<file path="src/rtl/mcd212_pkg.sv">
// Shared types for the MCD212 display-fetch path: ICA opcodes, FSM state,
// decoded instruction view.
package mcd212_pkg;

  localparam logic [3:0] OP_STOP     = 4'h0;
  localparam logic [3:0] OP_NOP      = 4'h1;
  localparam logic [3:0] OP_DCP      = 4'h2;
  localparam logic [3:0] OP_DCP_STOP = 4'h3;
  localparam logic [3:0] OP_JUMP     = 4'h4;
  localparam logic [3:0] OP_VSR_STOP = 4'h5;
  localparam logic [3:0] OP_INT      = 4'h6;
  localparam logic [3:0] OP_DPARM    = 4'h7;

  typedef enum logic [1:0] {
    ICA_IDLE, ICA_FETCH_HI, ICA_FETCH_LO, ICA_EXEC
  } ica_state_e;

  // adr overlaps op[2:0]; data[21:0] doubles as the jump / VSR target
  typedef struct packed {
    logic [3:0]  op;
    logic [6:0]  adr;
    logic [23:0] data;
  } ica_instr_t;

  function automatic ica_instr_t ica_decode(input logic [31:0] w);
    ica_instr_t d;
    d.op   = w[31:28];
    d.adr  = w[30:24];
    d.data = w[23:0];
    return d;
  endfunction

endpackage

</file>
<file path="src/rtl/clut_rle.sv">
// RL7 decoder: single-pixel codes and colour+length runs, clipped at the
// end of the current line. Output holds until the consumer strobes it.
module clut_rle #(
  parameter int LINE_WIDTH = 384
) (
  input  logic       clk,
  input  logic       reset_n,
  input  logic       reload_vsr,
  input  logic       byte_valid,
  input  logic [7:0] byte_data,
  output logic       byte_strobe,
  output logic [7:0] pixel,
  output logic       pixel_write,
  input  logic       pixel_strobe
);

  localparam int XW = ($clog2(LINE_WIDTH + 1) > 8) ? $clog2(LINE_WIDTH + 1) : 8;
  localparam logic [XW-1:0] LW   = XW'(LINE_WIDTH);
  localparam logic [XW-1:0] LAST = XW'(LINE_WIDTH - 1);

  logic [XW-1:0] r_x, r_run;
  logic          r_need_len, r_pw;
  logic [6:0]    r_color;
  logic [7:0]    r_pix;
  logic [XW-1:0] w_remain, w_n, w_len, w_x_next;
  logic          w_free, w_in_run, w_emit;
  logic [6:0]    w_emit_color;

  assign w_free       = !r_pw || pixel_strobe;
  assign w_in_run     = (r_run != '0);
  assign w_remain     = LW - r_x;
  assign w_n          = XW'(byte_data);
  assign w_len        = (w_n == '0 || w_n > w_remain) ? w_remain : w_n;
  assign w_x_next     = (r_x == LAST) ? '0 : r_x + 1'b1;
  // a colour/literal code needs a free output only when it emits a pixel
  assign byte_strobe  = byte_valid && !reload_vsr && !w_in_run &&
                        (r_need_len || byte_data[7] || w_free);
  assign w_emit       = !reload_vsr && ((w_in_run && w_free) ||
                        (byte_strobe && !r_need_len && !byte_data[7]));
  assign w_emit_color = w_in_run ? r_color : byte_data[6:0];
  assign pixel        = r_pix;
  assign pixel_write  = r_pw;

  // decoder state: line position, run counter, pending colour
  always_ff @(posedge clk or negedge reset_n) begin
    if (!reset_n) begin
      r_x        <= '0;
      r_run      <= '0;
      r_need_len <= 1'b0;
      r_color    <= '0;
    end else if (reload_vsr) begin
      r_x        <= '0;
      r_run      <= '0;
      r_need_len <= 1'b0;
    end else begin
      if (w_emit) begin
        r_x <= w_x_next;
        if (w_in_run) r_run <= r_run - 1'b1;
      end
      if (byte_strobe) begin
        if (r_need_len) begin
          r_run      <= w_len;
          r_need_len <= 1'b0;
        end else if (byte_data[7]) begin
          r_color    <= byte_data[6:0];
          r_need_len <= 1'b1;
        end
      end
    end
  end

  // output register: load on emit, clear when consumed
  always_ff @(posedge clk or negedge reset_n) begin
    if (!reset_n) begin
      r_pw  <= 1'b0;
      r_pix <= '0;
    end else if (w_emit) begin
      r_pw  <= 1'b1;
      r_pix <= {1'b0, w_emit_color};
    end else if (pixel_strobe) begin
      r_pw  <= 1'b0;
    end
  end

endmodule

</file>
<file path="src/rtl/display_file_decoder.sv">
// Display-file fetcher: one 16-bit word at a time, split into bytes
// (upper first) and handed out over a valid/strobe handshake.
module display_file_decoder (
  input  logic        clk,
  input  logic        reset_n,
  input  logic        reload_vsr,
  input  logic [21:0] vsr,
  output logic [21:0] file_address,
  output logic        file_as,
  input  logic [15:0] file_din,
  input  logic        file_bus_ack,
  output logic        byte_valid,
  output logic [7:0]  byte_data,
  input  logic        byte_strobe
);

  logic [21:0] r_addr;
  logic        r_as, r_active;
  logic [15:0] r_buf;
  logic [1:0]  r_cnt;   // bytes left in r_buf: 2 = upper pending, 1 = lower

  assign file_address = r_addr;
  assign file_as      = r_as;
  assign byte_valid   = (r_cnt != 2'd0);
  assign byte_data    = r_cnt[1] ? r_buf[15:8] : r_buf[7:0];

  // fetch control and byte buffer; reload restarts immediately
  always_ff @(posedge clk or negedge reset_n) begin
    if (!reset_n) begin
      r_addr   <= '0;
      r_as     <= 1'b0;
      r_active <= 1'b0;
      r_buf    <= '0;
      r_cnt    <= '0;
    end else if (reload_vsr) begin
      r_addr   <= vsr;
      r_cnt    <= '0;
      r_as     <= 1'b1;
      r_active <= 1'b1;
    end else if (r_as && file_bus_ack) begin
      r_buf  <= file_din;
      r_cnt  <= 2'd2;
      r_addr <= r_addr + 22'd2;
      r_as   <= 1'b0;
    end else begin
      if (byte_strobe && r_cnt != 2'd0) r_cnt <= r_cnt - 2'd1;
      if (r_active && !r_as && r_cnt == 2'd0) r_as <= 1'b1;
    end
  end

endmodule

</file>
<file path="src/rtl/ica_dca_ctrl.sv">
// ICA instruction engine: fetches 32-bit instructions as two 16-bit reads,
// issues register writes, jumps, and the VSR reload to the file decoder.
module ica_dca_ctrl
  import mcd212_pkg::*;
#(
  parameter logic [21:0] ICA_START = 22'h000400
) (
  input  logic        clk,
  input  logic        reset_n,
  input  logic        field_start,
  output logic [21:0] ica_address,
  output logic        ica_as,
  input  logic [15:0] ica_din,
  input  logic        ica_bus_ack,
  output logic [6:0]  register_adr,
  output logic [23:0] register_data,
  output logic        register_write,
  output logic        reload_vsr,
  output logic [21:0] vsr
);

  ica_state_e  r_state, w_next;
  logic [21:0] r_ptr;
  logic        r_as;
  logic [15:0] r_hi;
  logic [31:0] r_instr;
  ica_instr_t  w_instr;
  logic        w_ack, w_stop;

  assign w_instr = ica_decode(r_instr);
  assign w_ack   = r_as & ica_bus_ack;
  assign w_stop  = (w_instr.op == OP_STOP) || (w_instr.op == OP_DCP_STOP) ||
                   (w_instr.op == OP_VSR_STOP);

  // next state: field_start overrides everything
  always_comb begin
    w_next = r_state;
    if (field_start) w_next = ICA_FETCH_HI;
    else begin
      case (r_state)
        ICA_IDLE:     w_next = ICA_IDLE;
        ICA_FETCH_HI: if (w_ack) w_next = ICA_FETCH_LO;
        ICA_FETCH_LO: if (w_ack) w_next = ICA_EXEC;
        ICA_EXEC:     w_next = w_stop ? ICA_IDLE : ICA_FETCH_HI;
        default:      w_next = ICA_IDLE;
      endcase
    end
  end

  // state register plus pointer / request / instruction capture
  always_ff @(posedge clk or negedge reset_n) begin
    if (!reset_n) begin
      r_state <= ICA_IDLE;
      r_ptr   <= '0;
      r_as    <= 1'b0;
      r_hi    <= '0;
      r_instr <= '0;
    end else begin
      r_state <= w_next;
      if (field_start) begin
        r_as  <= 1'b0;
        r_ptr <= ICA_START;
      end else begin
        // request rises a cycle after entering a fetch state, falls after ack
        if (r_state == ICA_FETCH_HI || r_state == ICA_FETCH_LO) r_as <= ~w_ack;
        else                                                   r_as <= 1'b0;
        if (w_ack && r_state == ICA_FETCH_HI) r_hi <= ica_din;
        if (w_ack && r_state == ICA_FETCH_LO) begin
          r_instr <= {r_hi, ica_din};
          r_ptr   <= r_ptr + 22'd4;
        end
        if (r_state == ICA_EXEC && w_instr.op == OP_JUMP)
          r_ptr <= {w_instr.data[21:1], 1'b0};
      end
    end
  end

  // outputs: register fields are stable between instructions
  always_comb begin
    ica_as         = r_as;
    ica_address    = (r_state == ICA_FETCH_LO) ? r_ptr + 22'd2 : r_ptr;
    register_adr   = w_instr.adr;
    register_data  = w_instr.data;
    register_write = (r_state == ICA_EXEC) && w_instr.op[3];
    reload_vsr     = (r_state == ICA_EXEC) && (w_instr.op == OP_VSR_STOP);
    vsr            = {w_instr.data[21:1], 1'b0};
  end

endmodule

</file>
<file path="src/rtl/mcd212_display_path.sv">
// MCD212 display-fetch path: ICA engine -> file fetcher -> RL7 decoder.
module mcd212_display_path
  import mcd212_pkg::*;
#(
  parameter logic [21:0] ICA_START  = 22'h000400,
  parameter int          LINE_WIDTH = 384
) (
  input  logic        clk,
  input  logic        reset_n,
  input  logic        field_start,
  output logic [21:0] ica_address,
  output logic        ica_as,
  input  logic [15:0] ica_din,
  input  logic        ica_bus_ack,
  output logic [21:0] file_address,
  output logic        file_as,
  input  logic [15:0] file_din,
  input  logic        file_bus_ack,
  output logic [6:0]  register_adr,
  output logic [23:0] register_data,
  output logic        register_write,
  output logic [7:0]  pixel,
  output logic        pixel_write,
  input  logic        pixel_strobe
);

  logic        w_reload_vsr;
  logic [21:0] w_vsr;
  logic        w_byte_valid, w_byte_strobe;
  logic [7:0]  w_byte_data;

  ica_dca_ctrl #(.ICA_START(ICA_START)) u_ica (
    .clk(clk), .reset_n(reset_n), .field_start(field_start),
    .ica_address(ica_address), .ica_as(ica_as),
    .ica_din(ica_din), .ica_bus_ack(ica_bus_ack),
    .register_adr(register_adr), .register_data(register_data),
    .register_write(register_write),
    .reload_vsr(w_reload_vsr), .vsr(w_vsr)
  );

  display_file_decoder u_file (
    .clk(clk), .reset_n(reset_n),
    .reload_vsr(w_reload_vsr), .vsr(w_vsr),
    .file_address(file_address), .file_as(file_as),
    .file_din(file_din), .file_bus_ack(file_bus_ack),
    .byte_valid(w_byte_valid), .byte_data(w_byte_data),
    .byte_strobe(w_byte_strobe)
  );

  clut_rle #(.LINE_WIDTH(LINE_WIDTH)) u_rle (
    .clk(clk), .reset_n(reset_n), .reload_vsr(w_reload_vsr),
    .byte_valid(w_byte_valid), .byte_data(w_byte_data),
    .byte_strobe(w_byte_strobe),
    .pixel(pixel), .pixel_write(pixel_write), .pixel_strobe(pixel_strobe)
  );

endmodule

</file>
<file path="config.mk">
export PLATFORM = sky130hd
export DESIGN_NAME = mcd212_display_path
export DESIGN_NICKNAME = d
export VERILOG_FILES = /design/src/rtl/mcd212_pkg.sv /design/src/rtl/clut_rle.sv /design/src/rtl/display_file_decoder.sv /design/src/rtl/ica_dca_ctrl.sv /design/src/rtl/mcd212_display_path.sv
export SDC_FILE = /design/constraint.sdc
export NUM_CORES = 1
export LEC_CHECK = 0
export BUFFER_PORTS_ARGS = -buffer_cell sky130_fd_sc_hd__buf_2
export CORE_ASPECT_RATIO = 0.5
export CORE_MARGIN = 4
export CORE_UTILIZATION = 25
export DETAILED_ROUTE_END_ITERATION = 7
export SETUP_SLACK_MARGIN = 0.2
export SLEW_MARGIN = 15
export SYNTH_ARGS = -nofsm -noshare
export SYNTH_HDL_FRONTEND = slang
export SYNTH_HIERARCHICAL = 1
export SYNTH_SLANG_ARGS = --single-unit
</file>
<file path="constraint.sdc">
create_clock -name clk -period 3.85 [get_ports clk]
set_clock_uncertainty 0.05 [all_clocks]
set_input_delay 0.77 -clock clk [delete_from_list [all_inputs] [get_ports clk]]
set_output_delay 0.77 -clock clk [all_outputs]
set_load 0.02 [all_outputs]
</file>
==> qor.tcl <==
set qor(arrival_ns) 2.45
set qor(die-area_um2) 37000
set qor(cts.repair_timing.setup_buffer_count) 0
set qor(timing.max_slew.rel_slack) 0.398
set qor(cellLeakagePower_nw) 4.29
set qor(synth_seq_cells) 148
set qor(seq_power_share) 0.423
set qor(drv_cap) 0
set qor(power.switching_mw) 2.13
set qor(p_int_mw) 3.63
set qor(status) {completed}
set qor(timing.final.crit_period_ns) 3.27
set qor(required_ns) 3.03
set qor(place_worst_setup_slack_ns) 0.700
set qor(synth_enable_flop_cells) 0
set qor(syn_area_um2) 8450
set qor(wl_per_cell_um) 16.8
set qor(cts_resized) 0
set qor(io_pins) 125
set qor(area_growth_syn_to_layout_pct) 15.0
set qor(post_synth_num_cell_types) 67
set qor(power.clock.fraction) 0.282
set qor(cts_hold_repair.buffers) 0
set qor(most_common_library_cell_in_the_layout_ignoring_fill_and_taps) {sky130_fd_sc_hd__dfrtp_1}
set qor(number_of_failing_hold_endpoints_at_the_final_stage) 0
set qor(final.setup.tns_ns) 0
set qor(cts-root-to-sink-buffers) 2
set qor(multi_input_area_um2) 4110
set qor(netlist.top_cell.by_area) {sky130_fd_sc_hd__dfrtp_1}
set qor(grt.met1_usage) 0.148
set qor(die_height_um) 138
set qor(die_w_um) 268
set qor(placeableCoreArea_um2) 33200
set qor(route.antenna.remaining_nets) 0
set qor(synth_async_sr_flop_share) 1.00
set qor(worst-r2r-cell-count) 9
set qor(worstReg2RegEnd) {u_rle/r_run[6]}
set qor(timing_worst_slew_pin_value_ns) 0.900
set qor(initialDrtViolationCount) 369
set qor(category_of_the_worst_setup_path_launch_point) {flip-flop}
set qor(detailed_place_hpwl_um) 16800
set qor(clock-sinks) 148
set qor(clkSlewWorstSetupHoldPaths_ns) 0.06
set qor(cts_tree) {yes}
set qor(worst_setup_path_end_kind) {output port}
set qor(worst_hold_check_slack_ns) 0.366
set qor(synthesis.area_per_instance_um2) 10.2
set qor(number_of_antenna_violations_at_the_first_check_in_global_routing) 0
set qor(final_clock_period_utilization_by_the_worst_path) 0.850
set qor(slew_violations) 0
set qor(post_route_cells_drive_above_1_share) 0.288
set qor(pwr-share-comb) 0.295
set qor(synth.yosys.seq_area_share) 0.438
set qor(setup_slack_reg_to_reg_ns) 0.83
set qor(route.vias.total) 6313
set qor(seq_area_um2) 3700
set qor(yosysTopAreaCellShare) 0.438
set qor(placement.io_buffers) 122
set qor(via_per_inst) 4.69
set qor(drc) 0
set qor(layout.core_utilization) 0.293
set qor(met3_usage) 0.0246
set qor(grt_pass1_wl_um) 35400
set qor(first_global_vias) 6343
set qor(firstDrtPassIters) 5
set qor(nets) 948
set qor(synth_top_flop_cell) {sky130_fd_sc_hd__dfrtp_1}
set qor(totalWireLength_um) 22600
set qor(grt_start_max_net_pins) 81
set qor(global_route.usage.total) 0.122
set qor(number_of_cell_rows) 47
set qor(fillCellCount) 3450
set qor(hold_class) {primary input to async pin}
set qor(worst_r2r_startpoint) {u_rle/r_x[0]}
set qor(power.density_cell_area_nw_per_um2) 593
set qor(routability_congestion) 0.858
set qor(worst_skew_pair_latency_ns) 0.42
set qor(diodes) 0
set qor(ctsHtreeMaxLevel) 4
set qor(finalSetupViolCount) 0
set qor(sw_ratio) 0.370
set qor(tritoncts.num_buffers) 17
set qor(global_route.usage.met2) 0.223
set qor(final_cell_mix) {sky130_fd_sc_hd__dfrtp_1, sky130_fd_sc_hd__buf_2, sky130_fd_sc_hd__mux2_2}
set qor(unrepaired_setup_endpoints_after_global_routing) {false}
set qor(syn-instance-count) 832
set qor(max-vdd-ir-drop_mv) 0.275
set qor(grt.busiest_layer) {met2}
set qor(cp_max_fo) 12
set qor(clock_tree.root_cell) {sky130_fd_sc_hd__clkbuf_16}
set qor(yosysWarnings) 6
set qor(worstSetupPathType) {flip-flop to output port}
set qor(synth_top_cells_by_area) {sky130_fd_sc_hd__dfrtp_1, sky130_fd_sc_hd__mux2_2, sky130_fd_sc_hd__buf_4}
set qor(start_util) 0.255
set qor(timing.fmax_mhz) 305
set qor(grt_overflow) 0
set qor(setup_ws_final_ns) 0.576
==> critical path, cell delays in order, from the launching register on <==
cell	delay, ns
sky130_fd_sc_hd__dfrtp_1	0.40
sky130_fd_sc_hd__inv_1	0.12
sky130_fd_sc_hd__ha_2	0.33
sky130_fd_sc_hd__nand2_1	0.18
sky130_fd_sc_hd__nor3_2	0.40
sky130_fd_sc_hd__nor3b_1	0.28
sky130_fd_sc_hd__xnor2_1	0.14
sky130_fd_sc_hd__buf_2	0.18
==> power groups by stage <==
stage | clock [mW] | combinational (mW) | sequential [mW]
floorplan | 0 | 1.44 | 2.33
global placement | 0 | 1.66 | 2.43
detailed placement | 0 | 1.71 | 2.46
CTS | 1.68 | 1.72 | 2.43
global route | 1.74 | 1.86 | 2.50
finish | 1.62 | 1.70 | 2.44
==> cells in the mapped netlist (all sizes together) (19+ instances only) <==
master and n:
nor2 57, ha 19, buf 68, inv 21, nand3 20, clkbuf 23
nor3 20, xnor2 34, xor2 21, a21oi 30, mux2 83, nand4 20
dfrtp 148, o21ai 47, nand2 62
==> sequential cells by signal (all words and copies together), names as in the netlist, 7 cells and up <==
register	flops
u_file/file_address	22
u_file/r_buf	16
u_ica/r_hi	16
u_ica/r_instr	32
u_ica/r_ptr	21
u_rle/pixel	7
u_rle/r_color	7
u_rle/r_run	9
u_rle/r_x	9
==> layer usage <==
metal	share of wire	vias up
met3	0.035	21
li1	-	3052
met1	0.43	3111
met2	0.52	129
met4	0.014	0
met5	0	-
==> through the flow <==
step / instances / total power, mW / instance area [um2]
after global placement: 1313 / 4.09 / 9130
after CTS: 1345 / 5.83 / 9710
final: 1345 / 5.76 / 9710
after global routing: 1345 / 6.10 / 9710
after detailed placement: 1313 / 4.17 / 9130
after floorplan: 833 / 3.77 / 8450
==> final cells by class <==
type                       instances  area share
clock buffer                      20      0.0470
clock inverter                    12      0.0125
inverter                          22     0.00850
multi-input combinational        572       0.423
sequential                       148       0.381
tap                              441      0.0568
timing repair buffer             130      0.0710
==> kinds of logic (layout without fill, tap and decap cells) <==
| family | Yosys count | in the layout | share of synthesized area |
|---|---|---|---|
| simple gates | 261 | 261 | 0.168 |
| flops | 148 | 148 | 0.438 |
| compound gates | 136 | 136 | 0.102 |
| buf+inv | 113 | 184 | 0.0773 |
| mux | 98 | 98 | 0.128 |
| xor+xnor | 55 | 55 | 0.0570 |
| fa+ha+maj | 19 | 19 | 0.0281 |
| other cells | 2 | 3 | 0.000889 |
==> worst max-delay path by stage <==
stage / start / endpoint / slack, ns / depth (start not counted)
global route: u_ica/r_state[0] / ica_address[14] / 0.35 / 7
detailed placement: u_ica/r_state[0] / ica_address[20] / 0.70 / 7
CTS: u_ica/r_state[0] / ica_address[14] / 0.21 / 7
global placement: u_ica/r_state[0] / ica_address[12] / 0.75 / 7
floorplan: u_ica/r_state[0] / ica_address[18] / 1.06 / 7
finish: u_ica/r_state[0] / ica_address[20] / 0.58 / 7
Power figures use the tool's default switching activity.
